### config.mk
export PLATFORM = sky130hd
export DESIGN_NAME = ir_id_entry
export DESIGN_NICKNAME = d
export VERILOG_FILES = /design/src/rtl/ir_id_entry.sv
export SDC_FILE = /design/constraint.sdc
export NUM_CORES = 1
export LEC_CHECK = 0
export CAP_MARGIN = 20
export CORE_ASPECT_RATIO = 0.9
export CORE_MARGIN = 2
export CORE_UTILIZATION = 45
export CTS_CLUSTER_DIAMETER = 150
export DETAILED_ROUTE_END_ITERATION = 16
export HOLD_SLACK_MARGIN = 0.08
export PLACE_DENSITY = 0.73
export SLEW_MARGIN = 5
export SYNTH_ARGS = -nofsm -noshare
export SYNTH_HDL_FRONTEND = slang
export SYNTH_SLANG_ARGS = --single-unit
### constraint.sdc
create_clock -name iCLK -period 6.5 [get_ports iCLK]
set_input_delay 1.3 -clock iCLK [delete_from_list [all_inputs] [get_ports iCLK]]
set_output_delay 1.3 -clock iCLK [all_outputs]
set_load 0.005 [all_outputs]
### src/rtl/ir_id_entry.sv
// ir_id_entry
//   Keypad entry stage behind the IR remote receiver. It collects single-cycle
//   key pulses into a fixed-length BCD user ID, shows the digits typed so far
//   on a display buffer, and offers the finished ID to the user-lookup logic.
//
// Ports
//   iCLK, iRST     clock; asynchronous active-high reset
//   iKEY_DIG[9:0]  digit pulses, bit n = key n (lowest set bit wins)
//   iKEY_A         confirm pulse
//   iKEY_B         backspace pulse
//   iKEY_RST       power key: soft clear back to IDLE
//   iID_READY      consumer accepts the offered ID
//   oID            latched BCD ID, first entered digit in the top nibble
//   oID_VALID      ID on oID is being offered
//   oDIGITS        display buffer, unused positions read 4'hF (blank)
//   oCOUNT         number of digits currently entered
//   oERR           one-cycle pulse: rejected key
//   oTIMEOUT       one-cycle pulse: entry abandoned after TIMEOUT_CYC idle cycles
//   oSTATE         current FSM state (debug)
//
// Handshake: oID/oID_VALID form a valid/ready source. Once oID_VALID is high,
// oID and oID_VALID hold unchanged until an edge where iID_READY is also high;
// that edge is the transfer, after which oID_VALID drops. iID_READY may be
// held high permanently. Only iKEY_RST withdraws an offer without a transfer.
module ir_id_entry #(
    parameter int MAX_DIGITS  = 4,
    parameter int TIMEOUT_CYC = 500_000_000
) (
    input  logic                    iCLK,
    input  logic                    iRST,
    input  logic [9:0]              iKEY_DIG,
    input  logic                    iKEY_A,
    input  logic                    iKEY_B,
    input  logic                    iKEY_RST,
    input  logic                    iID_READY,
    output logic [4*MAX_DIGITS-1:0] oID,
    output logic                    oID_VALID,
    output logic [4*MAX_DIGITS-1:0] oDIGITS,
    output logic [3:0]              oCOUNT,
    output logic                    oERR,
    output logic                    oTIMEOUT,
    output logic [1:0]              oSTATE
);

    localparam int W = 4 * MAX_DIGITS;
    localparam logic [3:0]  MAX_CNT  = 4'(MAX_DIGITS);
    localparam logic [31:0] TMO_LAST = 32'(TIMEOUT_CYC - 1);
    localparam logic [W-1:0] BLANK   = {W{1'b1}};

    typedef enum logic [1:0] {
        IDLE    = 2'd0,
        ENTRY   = 2'd1,
        PRESENT = 2'd2
    } state_t;

    state_t         state_q;
    logic [W-1:0]   buf_q;
    logic [W-1:0]   id_q;
    logic [3:0]     cnt_q;
    logic           valid_q;
    logic           err_q;
    logic           to_q;
    logic [31:0]    tmo_q;

    logic           dig_hit;
    logic [3:0]     dig_val;
    logic           any_key;
    logic [W+3:0]   shl_wide;
    logic [W+3:0]   shr_wide;
    logic [W-1:0]   buf_shl;
    logic [W-1:0]   buf_shr;

    // Lowest-index digit wins: scan downwards so the last hit is the lowest.
    always_comb begin
        dig_val = 4'd0;
        for (int i = 9; i >= 0; i--) begin
            if (iKEY_DIG[i]) dig_val = 4'(i);
        end
    end

    assign dig_hit = |iKEY_DIG;
    assign any_key = iKEY_RST | iKEY_B | iKEY_A | dig_hit;

    // Shifts built on a widened vector so MAX_DIGITS = 1 needs no special case.
    assign shl_wide = {buf_q, dig_val};
    assign shr_wide = {4'hF, buf_q};
    assign buf_shl  = shl_wide[W-1:0];
    assign buf_shr  = shr_wide[W+3:4];

    always_ff @(posedge iCLK or posedge iRST) begin
        if (iRST) begin
            state_q <= IDLE;
            buf_q   <= BLANK;
            id_q    <= '0;
            cnt_q   <= 4'd0;
            valid_q <= 1'b0;
            err_q   <= 1'b0;
            to_q    <= 1'b0;
            tmo_q   <= 32'd0;
        end else begin
            err_q <= 1'b0;
            to_q  <= 1'b0;

            // Idle counter: runs only in ENTRY, any key restarts it, saturates.
            if (any_key || state_q != ENTRY) begin
                tmo_q <= 32'd0;
            end else if (tmo_q != 32'hFFFF_FFFF) begin
                tmo_q <= tmo_q + 32'd1;
            end

            if (iKEY_RST) begin
                state_q <= IDLE;
                buf_q   <= BLANK;
                cnt_q   <= 4'd0;
                valid_q <= 1'b0;
            end else begin
                case (state_q)
                    IDLE: begin
                        // A and B are silently ignored here; B/A still outrank digits.
                        if (!iKEY_B && !iKEY_A && dig_hit) begin
                            buf_q   <= buf_shl;
                            cnt_q   <= 4'd1;
                            state_q <= ENTRY;
                        end
                    end
                    ENTRY: begin
                        if (iKEY_B) begin
                            buf_q <= buf_shr;
                            cnt_q <= cnt_q - 4'd1;
                            if (cnt_q == 4'd1) state_q <= IDLE;
                        end else if (iKEY_A) begin
                            if (cnt_q == MAX_CNT) begin
                                id_q    <= buf_q;
                                valid_q <= 1'b1;
                                state_q <= PRESENT;
                            end else begin
                                err_q <= 1'b1;
                            end
                        end else if (dig_hit) begin
                            if (cnt_q < MAX_CNT) begin
                                buf_q <= buf_shl;
                                cnt_q <= cnt_q + 4'd1;
                            end else begin
                                err_q <= 1'b1;
                            end
                        end else if (tmo_q >= TMO_LAST) begin
                            buf_q   <= BLANK;
                            cnt_q   <= 4'd0;
                            to_q    <= 1'b1;
                            tmo_q   <= 32'd0;
                            state_q <= IDLE;
                        end
                    end
                    PRESENT: begin
                        // Keys other than power are ignored while the ID is offered.
                        if (valid_q && iID_READY) begin
                            buf_q   <= BLANK;
                            cnt_q   <= 4'd0;
                            valid_q <= 1'b0;
                            state_q <= IDLE;
                        end
                    end
                    default: begin
                        state_q <= IDLE;
                    end
                endcase
            end
        end
    end

    assign oID       = id_q;
    assign oID_VALID = valid_q;
    assign oDIGITS   = buf_q;
    assign oCOUNT    = cnt_q;
    assign oERR      = err_q;
    assign oTIMEOUT  = to_q;
    assign oSTATE    = state_q;

endmodule

==> out/results.ini <==
[finish]
fin_area_um2=5090
diodes=0
fin_nets=500
final_cells=602
final_core_util=0.558
area_growth_pct=20.5
drive_gt1_frac=0.177

[placed_design]
postPlaceCellArea_um2=4860
dp_cells=586
preCtsSetupSlack_ps=2140
portBuffers=56
place_hpwl_mm=6.37
globalplace.congestion=0.882

[logic_synthesis]
yosys_warnings=0
synth.distinct_cells=56
synthDominantCellAreaShare=0.338
synth_top_area_cell=dfrtp_1
ys_ff_latch=73
synth_area_leaders=dfrtp_1, dfstp_2, mux2_4
synth_area_per_cell_um2=10.1
synthFlopType=dfrtp_1
synth_enable_flop_cells=0
async_flop_share=1.00
yosysSeqAreaShare=0.437
syn_inst=420
synth_area_um2=4230

[timing]
grt_setup_unrepaired=false
min_period_over_period=0.620
layout_setup_ws_ps=2470
whs_ps=513
hold_viol_final=0
finalMaxSlewViolations=0
slew-limit-headroom=0.340
worst_pin_slew_ps=991
tns_ps=0
finalSetupViolCount=0
max_freq_mhz=248
fin_skew_ps=12.5
fin_crit_ps=4030

[power_and_ir_drop]
power_mw=1.49
peakVddDrop_mv=0.196
power_density_nw_per_um2=293
power.leakage_nw=2.05

[route]
avgViaCountPerCell=5.58
ant_nets=0
routed_wl_mm=9.36
vias=3360
dr.first_iter.drc_count=190
wl_per_cell_um=15.5
firstDrtPassIters=5
drc=0

[setup_path]
worstSetupStartpointType=input port
reg2reg_depth=8
crit_path_start=iKEY_DIG[4]
rr_endpoint=oCOUNT[0]$_DFFE_PP0P_
worstReg2RegStart=oSTATE[1]$_DFFE_PP0P_
cp-end-kind=register
worstPathMaxFanout=20
critPathArrivalTime_ps=4260
cp_data_required_time_ps=6730
path_class=input port to register
r2r_setup_slack_ps=3380

[cts]
cts-buffers-inserted=9
clkSinkCount=73
clk_latency_ps=350
cts_buffer_depth=2
htree_levels=3
clockRootBuffer=clkbuf_8
clk_pin_slew_ps=90
ctsHoldBuffers=0
post_cts_resized=0
tritoncts=done
cts_setup_buffers=0

[floorplan]
core_area_um2=9130
die-area_um2=10200
die_y_um=95.9
die_w_um=106
placementRows=33
io_pins=57
start_util=0.463

[global_route]
grt_pass1_wl_mm=15.5
top_usage_layer=met2
grt_max_degree=74
use_met2=0.296
grt_pass1_vias=3181
antenna_found_initial=0
use_met1=0.264
grt.overflow.total=0
track_usage=0.191
met3_usage=0.0474

[job]
maxCapViolations=0

[run_status]
status=completed

[hold_path]
hold_depth=1
hp-start=oID[2]$_DFFE_PP0P_
hold_path.class=register to register
hold_path_end=oID[2]$_DFFE_PP0P_

## cell families (layout without fill, tap and decap cells)
| family | count (synthesis) | count (layout) | share of synthesized area |
|---|---|---|---|
| XOR/XNOR | 24 | 24 | 0.0497 |
| AND/OR/NAND/NOR | 175 | 175 | 0.210 |
| buffers and inverters | 27 | 85 | 0.0343 |
| multiplexers | 40 | 40 | 0.122 |
| other | 1 | 3 | 0.000888 |
| flip-flops | 73 | 73 | 0.437 |
| AO/OA/AOI/OAI | 71 | 71 | 0.120 |
| adder cells (fa/ha/maj) | 9 | 9 | 0.0267 |
## worst max path at each step
stage	endpoint	cells after the start
after global placement	oCOUNT[2]$_DFFE_PP0P_	7
after floorplan	oCOUNT[0]$_DFFE_PP0P_	8
after detailed placement	oCOUNT[0]$_DFFE_PP0P_	7
after global routing	oCOUNT[0]$_DFFE_PP0P_	7
final	oCOUNT[0]$_DFFE_PP0P_	7
after CTS	oCOUNT[0]$_DFFE_PP0P_	7
## registers in the layout (all words and copies together) (netlist names)
register and flops:
oTIMEOUT 1, oDIGITS 16, oERR 1, oID_VALID 1
tmo_q 32, oCOUNT 4, oSTATE 2, oID 16
## synth_stat cells, drive strengths merged (7+ instances only)
cell type   n
or3         7
nand3      27
xor2       16
ha          9
and3        8
nor2       66
inv         9
nor3       11
nand4      11
mux2       35
xnor2       8
nand2      20
dfstp      16
a21oi      21
clkbuf     10
buf         8
o21ai      19
dfrtp      57
## cell usage in the layout (no fill, tap or decap), types with 6 or more instances in the layout
| cell | Yosys | layout |
|---|---|---|
| nor2_1 | 66 | 66 |
| dfrtp_1 | 57 | 57 |
| clkdlybuf4s50_1 | 0 | 56 |
| nand3_1 | 27 | 27 |
| a21oi_1 | 21 | 21 |
| nand2_1 | 20 | 20 |
| o21ai_0 | 19 | 19 |
| mux2_4 | 19 | 19 |
| xor2_1 | 16 | 16 |
| mux2_2 | 16 | 16 |
| dfstp_2 | 16 | 16 |
| nand4_1 | 11 | 11 |
| nor3_1 | 10 | 10 |
| ha_1 | 9 | 9 |
| clkbuf_8 | 0 | 9 |
| inv_1 | 9 | 8 |
| and3_1 | 8 | 8 |
| xnor2_1 | 8 | 8 |
| or3_1 | 6 | 6 |
## per-layer routing
metal	vias to the layer above	part of all wire
met1	1657	0.48
met2	81	0.47
met5	-	0
li1	1616	-
met4	0	0.0075
met3	6	0.047
## where the power goes
group | leakage [nW] | internal (mW) | switching (mW)
registers | 0.955 | 0.543 | 0.0790
clock network | 0.110 | 0.220 | 0.183
logic | 0.980 | 0.269 | 0.195
total | 2.05 | 1.03 | 0.458
## critical path, cell delays in order
cell             delay (ps)
clkdlybuf4s50_1         470
nor4_2                  420
and3_1                  390
nor2_1                  140
a2111oi_4               430
a2bb2oi_4               750
mux2_4                  350
## layout make-up
class                   count  area (µm²)
repair buffers             60         591
inverters                   9        33.8
clock inverters             7         103
well taps                 122         153
clock buffers               9         124
flip-flops and latches     73        1850
fillers                   804        4030
multi-input cells         322        2240
No activity file was read; power rests on OpenSTA's default activity.
